--- src/rtl/decode_capture_buffer.sv ---
// Trigger-qualified circular capture FIFO for decoded I2C bytes, drained through rd_en/rd_valid.
// Optional: define CAPTURE_OVF_CNT_EN to add the saturating ovf_count[7:0] output.
module decode_capture_buffer #(
    parameter  int DEPTH = 16,
    parameter  int PCW   = 4,
    localparam int AW    = $clog2(DEPTH)
) (
    input  logic           clk,
    input  logic           rst_n,
    input  logic           arm,
    input  logic [7:0]     in_data,
    input  logic           in_valid,
    input  logic [7:0]     trig_value,
    input  logic [7:0]     trig_mask,
    input  logic [PCW-1:0] post_count,
    input  logic           rd_en,
    output logic [7:0]     rd_data,
    output logic           rd_valid,
    output logic [AW:0]    level,
    output logic [1:0]     state,
`ifdef CAPTURE_OVF_CNT_EN
    output logic [7:0]     ovf_count,
`endif
    output logic           triggered,
    output logic           overflow
);

    typedef enum logic [1:0] {S_IDLE = 2'd0, S_ARMED = 2'd1, S_POST = 2'd2, S_DONE = 2'd3} state_e;

    state_e         state_q, state_d;
    logic [7:0]     mem_q [DEPTH];
    logic [AW-1:0]  wr_ptr_q, wr_ptr_d, rd_ptr_q, rd_ptr_d;
    logic [AW:0]    level_q, level_d;
    logic [PCW-1:0] cnt_q, cnt_d;
    logic [7:0]     rd_data_q, rd_data_d;
    logic           rd_valid_q, rd_valid_d;
    logic           trig_q, trig_d;
    logic           ovf_q, ovf_d;

    logic full, match, do_pop, do_wr, do_disc, do_drop;

    assign full   = (level_q == (AW+1)'(DEPTH));
    assign match  = in_valid && (((in_data ^ trig_value) & trig_mask) == 8'h00);
    // arm outranks any same-cycle pop or write
    assign do_pop = rd_en && !arm && (level_q != '0);

    // State register
    always_ff @(posedge clk or negedge rst_n) begin
        if (!rst_n) state_q <= S_IDLE;
        else        state_q <= state_d;
    end

    // Next-state logic
    always_comb begin
        state_d = state_q;
        if (arm) begin
            state_d = S_ARMED;
        end else begin
            case (state_q)
                S_ARMED: if (match) state_d = (post_count == '0) ? S_DONE : S_POST;
                S_POST:  if (in_valid && cnt_q <= PCW'(1)) state_d = S_DONE;
                default: state_d = state_q;
            endcase
        end
    end

    // Output / datapath control
    always_comb begin
        do_wr   = 1'b0;
        do_disc = 1'b0;
        do_drop = 1'b0;
        cnt_d   = cnt_q;
        trig_d  = trig_q;
        ovf_d   = ovf_q;
        if (arm) begin
            cnt_d  = '0;
            trig_d = 1'b0;
            ovf_d  = 1'b0;
        end else begin
            case (state_q)
                S_ARMED: begin
                    // Full pre-trigger history rolls: the oldest byte gives way unless a pop frees space
                    do_wr   = in_valid;
                    do_disc = in_valid && full && !do_pop;
                    if (match) begin
                        trig_d = 1'b1;
                        cnt_d  = post_count;
                    end
                end
                S_POST: begin
                    do_wr   = in_valid && (!full || do_pop);
                    do_drop = in_valid && full && !do_pop;
                    if (do_drop) ovf_d = 1'b1;
                    if (in_valid) cnt_d = cnt_q - PCW'(1);
                end
                default: ;
            endcase
        end

        wr_ptr_d = wr_ptr_q;
        rd_ptr_d = rd_ptr_q;
        level_d  = level_q;
        if (arm) begin
            wr_ptr_d = '0;
            rd_ptr_d = '0;
            level_d  = '0;
        end else begin
            if (do_wr) wr_ptr_d = wr_ptr_q + AW'(1);
            if (do_pop || do_disc) rd_ptr_d = rd_ptr_q + AW'(1);
            if (do_wr && !(do_pop || do_disc))      level_d = level_q + (AW+1)'(1);
            else if (!do_wr && (do_pop || do_disc)) level_d = level_q - (AW+1)'(1);
        end

        rd_valid_d = do_pop;
        rd_data_d  = do_pop ? mem_q[rd_ptr_q] : rd_data_q;
    end

    always_ff @(posedge clk or negedge rst_n) begin
        if (!rst_n) begin
            wr_ptr_q   <= '0;
            rd_ptr_q   <= '0;
            level_q    <= '0;
            cnt_q      <= '0;
            rd_data_q  <= 8'h00;
            rd_valid_q <= 1'b0;
            trig_q     <= 1'b0;
            ovf_q      <= 1'b0;
        end else begin
            wr_ptr_q   <= wr_ptr_d;
            rd_ptr_q   <= rd_ptr_d;
            level_q    <= level_d;
            cnt_q      <= cnt_d;
            rd_data_q  <= rd_data_d;
            rd_valid_q <= rd_valid_d;
            trig_q     <= trig_d;
            ovf_q      <= ovf_d;
        end
    end

    always_ff @(posedge clk) begin
        if (do_wr) mem_q[wr_ptr_q] <= in_data;
    end

`ifdef CAPTURE_OVF_CNT_EN
    logic [7:0] ovf_cnt_q, ovf_cnt_d;

    always_comb begin
        ovf_cnt_d = ovf_cnt_q;
        if (arm)                                ovf_cnt_d = 8'h00;
        else if (do_drop && ovf_cnt_q != 8'hFF) ovf_cnt_d = ovf_cnt_q + 8'h01;
    end

    always_ff @(posedge clk or negedge rst_n) begin
        if (!rst_n) ovf_cnt_q <= 8'h00;
        else        ovf_cnt_q <= ovf_cnt_d;
    end

    assign ovf_count = ovf_cnt_q;
`endif

    assign rd_data   = rd_data_q;
    assign rd_valid  = rd_valid_q;
    assign level     = level_q;
    assign state     = state_q;
    assign triggered = trig_q;
    assign overflow  = ovf_q;

endmodule

--- config.mk ---
export PLATFORM = sky130hd
export DESIGN_NAME = decode_capture_buffer
export DESIGN_NICKNAME = d
export VERILOG_FILES = /design/src/rtl/decode_capture_buffer.sv
export SDC_FILE = /design/constraint.sdc
export NUM_CORES = 1
export LEC_CHECK = 0
export CAP_MARGIN = 20
export CORE_MARGIN = 1.5
export CORE_UTILIZATION = 45
export DETAILED_ROUTE_END_ITERATION = 8
export GPL_TIMING_DRIVEN = 0
export PLACE_DENSITY = 0.71
export SLEW_MARGIN = 20
export SYNTH_ARGS = -nofsm -noshare
export SYNTH_HDL_FRONTEND = slang
export SYNTH_SLANG_ARGS = --single-unit
--- constraint.sdc ---
create_clock -name clk -period 8.7 [get_ports clk]
set_input_delay 1.74 -clock clk [delete_from_list [all_inputs] [get_ports clk]]
set_output_delay 1.74 -clock clk [all_outputs]
set_load 0.01 [all_outputs]
==> metrics.txt, run 1 <==
depth of the worst register-to-register path=13; Final Hold Vio Count=0; number of global-route vias before repair=4077; layout cells sized above 1=16.3%; clock-pin slew of the registers on the worst-case setup and hold paths=0.06 ns; dominant combinational cell family by area after synthesis=multiplexers; warnings from Yosys=0; series of cell instances along the critical path=clkdlybuf4s50_1, nand2b_1, a31oi_2, o21ai_4, or3_1, fa_1, a21o_1, a21oi_1, a21oi_1, mux2i_1, mux2_2; most used cell along the critical path=sky130_fd_sc_hd__a21oi_1; CP Data Required Time=9.01 ns; Worst setup SP type=primary input; ant diodes=0; total of flip-flops plus latches after synthesis=158; die height=127 um; final core utilization=54.5%; GRT Resource Usage Total=19.7%; die footprint=16000 um2; sequential-to-total area share from yosys stat=66.8%; Layout Skew=0.00624 ns; detailed-route vias per instance=5.72; via count=3955; maximum number of pins on one net before global-route repair=22; critical path's slowest cell=sky130_fd_sc_hd__clkdlybuf4s50_1; area added between synthesis and finish=19.5%; top flip-flop cell by instance count after synthesis=sky130_fd_sc_hd__edfxtp_1; DRT antenna net count=0; iteration count of the initial detailed-routing pass=4; Remaining DRCs=0; count of different cell masters after synthesis=52; Synth async-reset ratio=19.0%; io pins=51; Die Width=127 um; Worst Setup Path Type=primary input to flop; count of final max-slew check failures=0; initial antenna violation count=0; cell area after technology mapping=6880 um2; initial cell density of the core=45.6%; Core Region=15100 um2; clock sink total=158; routed wire length=14.8 mm; number of CTS-inserted buffers=17; setup repair after global routing missed its margin=false; global-route wire length before repair=23.1 mm; post-route total power=2.15 mW; Tmin final=4.47 ns; maximum level of the CTS H-tree=4; hold-critical path depth=2; maximum fanout encountered on the critical timing path=10; half-perimeter wire length of the detailed placement result=10.3 mm; CTS Hold Buffers Added=0; Reg area=4590 um2; count of filler cells inserted in the layout=1175; setup fix buffers added after clock tree synthesis=0; mean instance size in the synthesized netlist=16.4 um2; number of cells produced by synthesis=419; iteration-0 DRC count of the detailed router=434; GPL Wtd Cong=0.865; share of synthesized area spent on multiplexers=13.9%; Longest Clk Path Bufs=2; arrival time at the worst endpoint=4.78 ns; fraction of the mapped netlist area in compound gates=5.38%; nets in the synthesized netlist=466; Max-cap violations=0; peak per-stage delay on the critical path=0.56 ns; Worst Max-Slew Pin Slew=0.941 ns; source-to-sink clock delay at the later pin of the worst-skew pair=0.42 ns; area taken by multi-input logic gates=2200 um2; status=finished, final reports clean; final setup violating endpoints=0; Post-synth EDFFs=128; XOR/XNOR share of the synthesized area=2.56%; simple-gate portion of the synthesized area=6.85%; class of the tightest hold or removal check=flop to flop; number of buffers added on ports=48; Tcrit/Tclk final=51.4%; NumNets Final=538; overall overflow remaining after global route=0; wire length per cell after detailed routing=21.4 um; VDD IR max=0.138 mV; relative slew slack=37.1%; root buffer selected by CTS=sky130_fd_sc_hd__clkbuf_16; Worst Setup End Kind=flop; number of standard-cell rows in the floorplan=45; TNS Setup=0 ns; TritonCTS clock tree=yes; leak pwr=2.79 nW; adder-cell area share of the yosys netlist=2.65%; highest clock rate=224 MHz; post-cts sizing count=0; Power Dens Cells=262 nW/um2
-- report_power, final --
group / switching, mW / leakage (nW) / internal (mW)
Sequential: 0.0409 / 1.55 / 0.873
Combinational: 0.292 / 0.989 / 0.263
Clock: 0.292 / 0.259 / 0.394
-- metrics by stage --
step	hold slack [ns]	area [um2]	setup slack [ns]	cells
after floorplan	0.524	6880	4.37	419
after global placement	0.475	7600	3.64	655
after detailed placement	0.475	7680	3.81	660
after CTS	0.492	8230	4.24	692
after global routing	0.528	8230	4.09	692
final	0.486	8230	4.23	692
-- worst max-delay path: cells and delay by family --
family / cells / cell delay (ns)
AOI/OAI and AO/OA: 5 / 0.91
and+or+nand+nor: 2 / 0.61
buffers and inverters: 1 / 0.56
adders and majority gates: 1 / 0.45
muxes: 2 / 0.51
-- final timing paths --
kind                       slack [ns]  startpoint          to
max                              4.23       rd_en    level[4]
min                              0.49  rd_data[4]  rd_data[4]
max reg2reg                      5.17    state[0]    level[4]
min reg2reg                      0.49  rd_data[4]  rd_data[4]
max in group asynchronous        7.11       rst_n  rd_data[7]
min in group asynchronous        1.18       rst_n    state[1]
-- final cells by class --
class,instances,share of cell area (%)
Clock buffer,19,5.26
Buffer,21,1.00
Tap cell,188,2.86
Timing Repair Buffer,53,6.27
Multi-Input combinational cell,227,26.8
Sequential cell,158,55.8
Clock inverter,13,1.40
Inverter,13,0.593
-- routing by layer --
metal | share of wire, % | global-route usage, % | vias to the layer above
met1 | 43 | 26.1 | 2021
met5 | 0 | 0 | -
met2 | 50 | 32.5 | 124
met3 | 5.8 | 4.39 | 20
met4 | 1.6 | 7.22 | 0
li1 | - | - | 1790
-- synthesized netlist by cell type (all sizes together) (2+ instances only) --
| library cell | instances | area, um2 |
|---|---|---|
| mux2 | 4 | 45.0 |
| a31oi | 3 | 25.0 |
| o221ai | 8 | 70.1 |
| a21o | 2 | 15.0 |
| a22oi | 4 | 30.0 |
| xor2 | 12 | 124 |
| and3 | 6 | 37.5 |
| buf | 6 | 26.3 |
| a22o | 2 | 17.5 |
| nor2b | 5 | 31.3 |
| clkbuf | 15 | 56.3 |
| a21oi | 11 | 55.1 |
| nand2 | 17 | 63.8 |
| or3 | 2 | 12.5 |
| ha | 13 | 163 |
| and2 | 5 | 31.3 |
| nand3 | 8 | 40.0 |
| dfrtp | 30 | 751 |
| xnor2 | 6 | 52.6 |
| nor3 | 5 | 25.0 |
| o21ai | 7 | 46.3 |
| mux4 | 32 | 721 |
| o211ai | 2 | 15.0 |
| nor4b | 2 | 17.5 |
| nand2b | 4 | 25.0 |
| edfxtp | 128 | 3840 |
| inv | 13 | 48.8 |
| nor4 | 8 | 65.1 |
| nor2 | 25 | 96.4 |
| mux2i | 19 | 190 |
-- cell families after synthesis --
kind of cell | after synthesis
mux | 55
simple gates | 90
flops | 158
buf+inv | 34
fa+ha+maj | 14
xor+xnor | 18
compound gates | 50
-- layout by cell type, fill, tap and decap left out, types with 5 or more instances in the layout --
| cell type | instances |
|---|---|
| sky130_fd_sc_hd__mux4_2 | 32 |
| sky130_fd_sc_hd__clkbuf_1 | 17 |
| sky130_fd_sc_hd__inv_1 | 13 |
| sky130_fd_sc_hd__edfxtp_1 | 128 |
| sky130_fd_sc_hd__and2_1 | 5 |
| sky130_fd_sc_hd__xor2_1 | 11 |
| sky130_fd_sc_hd__o221ai_1 | 8 |
| sky130_fd_sc_hd__mux2i_1 | 19 |
| sky130_fd_sc_hd__nand2_1 | 17 |
| sky130_fd_sc_hd__o21ai_0 | 6 |
| sky130_fd_sc_hd__nand3_1 | 8 |
| sky130_fd_sc_hd__nor2_1 | 24 |
| sky130_fd_sc_hd__clkbuf_16 | 17 |
| sky130_fd_sc_hd__buf_2 | 8 |
| sky130_fd_sc_hd__nor2b_1 | 5 |
| sky130_fd_sc_hd__a21oi_1 | 11 |
| sky130_fd_sc_hd__clkdlybuf4s50_1 | 47 |
| sky130_fd_sc_hd__xnor2_1 | 6 |
| sky130_fd_sc_hd__and3_1 | 6 |
| sky130_fd_sc_hd__dfrtp_1 | 30 |
| sky130_fd_sc_hd__ha_1 | 13 |
-- registers in the layout, indices dropped and copies added (netlist names) --
register,cells
wr_ptr_q,4
rd_valid,1
state,2
rd_ptr_q,4
mem_q,128
level,5
overflow,1
triggered,1
rd_data,8
cnt_q,4
Power figures use the tool's default switching activity.
==> run 2: changes to the inputs <==
Settings changed: PLACE_DENSITY 0.71 to 0.73.
Clock period 8.7 ns to 4 ns, I/O delays scaled along.
==> run 2 against run 1 <==
  * Clock skew grew 0.0035 ns
  * First-iteration DRC count shrank 22%
  * Combinational power grew 110%
  * Cell count grew 0.29%
  * Hold slack lost 0.26 ns
  * Register-to-register slack lost 4.8 ns
==> metrics.txt, run 2 (synthesis results as in run 1) <==
iteration count of the initial detailed-routing pass=5 (+1); number of global-route vias before repair=4162 (+2.1%); overall overflow remaining after global route=0 (unchanged); via count=4090 (+3.4%); count of filler cells inserted in the layout=1180 (+0.43%); setup repair after global routing missed its margin=false; io pins=51 (unchanged); Final Instance Count excl. Fillers=694 (+0.29%); ant diodes=0 (unchanged); GRT Resource Usage Total=19.8% (+0.026 points); Longest Clk Path Bufs=2 (unchanged); root buffer selected by CTS=sky130_fd_sc_hd__clkbuf_16; Worst setup SP type=flop; setup fix buffers added after clock tree synthesis=0 (unchanged); clock-pin slew of the registers on the worst-case setup and hold paths=0.06 ns (about the same); final setup violating endpoints=0 (unchanged); Tmin final=3.61 ns; clock share of power=35.2% (+3.3 points); CP top delay family=compound AO/OA/AOI/OAI gates; arrival time at the worst endpoint=3.91 ns (-0.87 ns); leak pwr=2.85 nW (+2.2%); Power Dens Cells=592 nW/um2 (+130%); DRT antenna net count=0 (unchanged); wire length per cell after detailed routing=21.5 um (+0.50%); CP bufs+invs=3 (+2); die footprint=16000 um2 (unchanged); GPL Wtd Cong=0.868 (+0.36%); VDD IR max=0.311 mV (+130%); CP Data Required Time=4.31 ns (-4.70 ns); Layout Skew=0.00978 ns (+0.00354 ns); Worst Setup Path Type=flop to flop; cell total after placement=662 (+0.30%); source-to-sink clock delay at the later pin of the worst-skew pair=0.42 ns (about the same); clock sink total=158 (unchanged); register share of total power=40.5% (-1.9 points); launch instance of the worst register-to-register path=state[0]; layout cells sized above 1=17.4% (+1.1 points); Max-cap violations=0 (unchanged); TNS Setup=0 ns (unchanged); NumNets Final=540 (+0.37%); share of power burned in combinational logic=24.2% (-1.6 points); number of cells on the critical path=13 (+2); routed wire length=15.0 mm (+0.80%); Remaining DRCs=0 (unchanged); count of final max-slew check failures=0 (unchanged); Reg area=4590 um2 (unchanged); number of buffers added on ports=48 (unchanged); Final Hold Vio Count=0 (unchanged); Tcrit/Tclk final=90.1%; global-route wire length before repair=23.5 mm (+1.7%); area taken by multi-input logic gates=2190 um2 (-0.40%); depth of the worst register-to-register path=13 (unchanged); Int Power=3.53 mW (+130%); status=finished, final reports clean; register with the most flip-flops=mem_q; initial antenna violation count=0 (unchanged); net switching fraction of the power=28.4% (-0.56 points); final core utilization=55.2% (+0.67 points); critical path's slowest cell=sky130_fd_sc_hd__or3_1; CTS Hold Buffers Added=0 (unchanged); number of CTS-inserted buffers=17 (unchanged); Worst Setup End Kind=flop; start point of the critical path=state[0]; area added between synthesis and finish=21.0%; Die Width=127 um (unchanged); worst setup path endpoint=level[4]; internal reg-to-reg setup slack=0.39 ns (-4.78 ns); most frequent cells in the layout=128 x sky130_fd_sc_hd__edfxtp_1, 47 x sky130_fd_sc_hd__clkdlybuf4s50_1, 32 x sky130_fd_sc_hd__mux4_2, 30 x sky130_fd_sc_hd__dfrtp_1, 24 x sky130_fd_sc_hd__nor2_1; switching pwr=1.40 mW (+120%); post-cts sizing count=0 (unchanged); reg2reg end=level[4]; half-perimeter wire length of the detailed placement result=10.1 mm (-2.3%); maximum number of pins on one net before global-route repair=24 (+9.1%); most frequent standard cell in the layout excluding fill and tap cells=sky130_fd_sc_hd__edfxtp_1; Worst Max-Slew Pin Slew=1.03 ns (+0.0925 ns); detailed-route vias per instance=5.89 (+3.1%); peak per-stage delay on the critical path=0.49 ns (-0.07 ns); relative slew slack=30.9% (-6.2 points); number of flip-flops under the largest register name=128 (unchanged); initial cell density of the core=45.6% (unchanged); maximum level of the CTS H-tree=4 (unchanged); TritonCTS clock tree=yes; iteration-0 DRC count of the detailed router=340 (-22%); maximum fanout encountered on the critical timing path=10 (unchanged); number of standard-cell rows in the floorplan=45 (unchanged); highest clock rate=277 MHz; die height=127 um (unchanged); series of cell instances along the critical path=inv_1, ha_1, clkbuf_1, inv_1, a31oi_2, o21ai_4, or3_1, fa_1, a21o_1, a21oi_1, a21oi_1, mux2i_1, mux2_2; Core Region=15100 um2 (unchanged); class of the tightest hold or removal check=primary input to asynchronous set/reset pin
[run 2: worst register-to-register path, cell delays in order, from the launching register on]
cell,delay (ns)
sky130_fd_sc_hd__dfrtp_1,0.42
sky130_fd_sc_hd__inv_1,0.08
sky130_fd_sc_hd__ha_1,0.13
sky130_fd_sc_hd__clkbuf_1,0.30
sky130_fd_sc_hd__inv_1,0.17
sky130_fd_sc_hd__a31oi_2,0.28
sky130_fd_sc_hd__o21ai_4,0.18
sky130_fd_sc_hd__or3_1,0.50
sky130_fd_sc_hd__fa_1,0.44
sky130_fd_sc_hd__a21o_1,0.19
sky130_fd_sc_hd__a21oi_1,0.19
sky130_fd_sc_hd__a21oi_1,0.06
sky130_fd_sc_hd__mux2i_1,0.19
sky130_fd_sc_hd__mux2_2,0.36
[run 2: layer usage]
metal  part of all wire, %  up-vias  global-route usage (%)
met2                    50      173                    32.4
met4                   1.9        0                    7.22
met5                     0        -                       0
met1                    41     2106                    26.3
met3                   6.3       22                    4.26
li1                      -     1789                       -
[run 2: how the worst min path moves through the flow]
stage | start | to | slack, ns
after global placement | overflow | overflow | 0.50
final | rst_n | cnt_q[0] | 0.22
after floorplan | rst_n | cnt_q[0] | 0.50
after CTS | rst_n | cnt_q[0] | 0.22
after detailed placement | triggered | triggered | 0.50
after global routing | rst_n | cnt_q[0] | 0.23
[run 2: metrics by stage]
step           worst slack, ns  area (um2)  hold slack [ns]  total power, mW
2_1_floorplan            0.614        6880            0.504             2.80
3_3_place_gp            -0.104        7600            0.502             3.17
3_5_place_dp            0.0307        7690            0.495             3.22
4_1_cts                  0.394        8330            0.219             4.94
5_1_grt                  0.158        8330            0.227             5.12
6_report                 0.395        8330            0.223             4.93
[run 2: area by class of cell]
cell class	instances	share of cell area, %
flip-flops and latches	158	55.2
clock inverters	14	2.45
repair buffers	55	6.49
well taps	188	2.82
clock buffers	18	5.15
inverters	13	0.586
plain buffers	21	0.992
multi-input cells	227	26.3
[run 2: power groups by stage]
| stage | registers (mW) | clock network [mW] | logic [mW] |
|---|---|---|---|
| after floorplan | 2.03 | 0 | 0.764 |
| after global placement | 2.02 | 0 | 1.14 |
| after detailed placement | 2.03 | 0 | 1.19 |
| after CTS | 2.00 | 1.74 | 1.20 |
| after global routing | 2.01 | 1.81 | 1.30 |
| final | 2.00 | 1.74 | 1.19 |
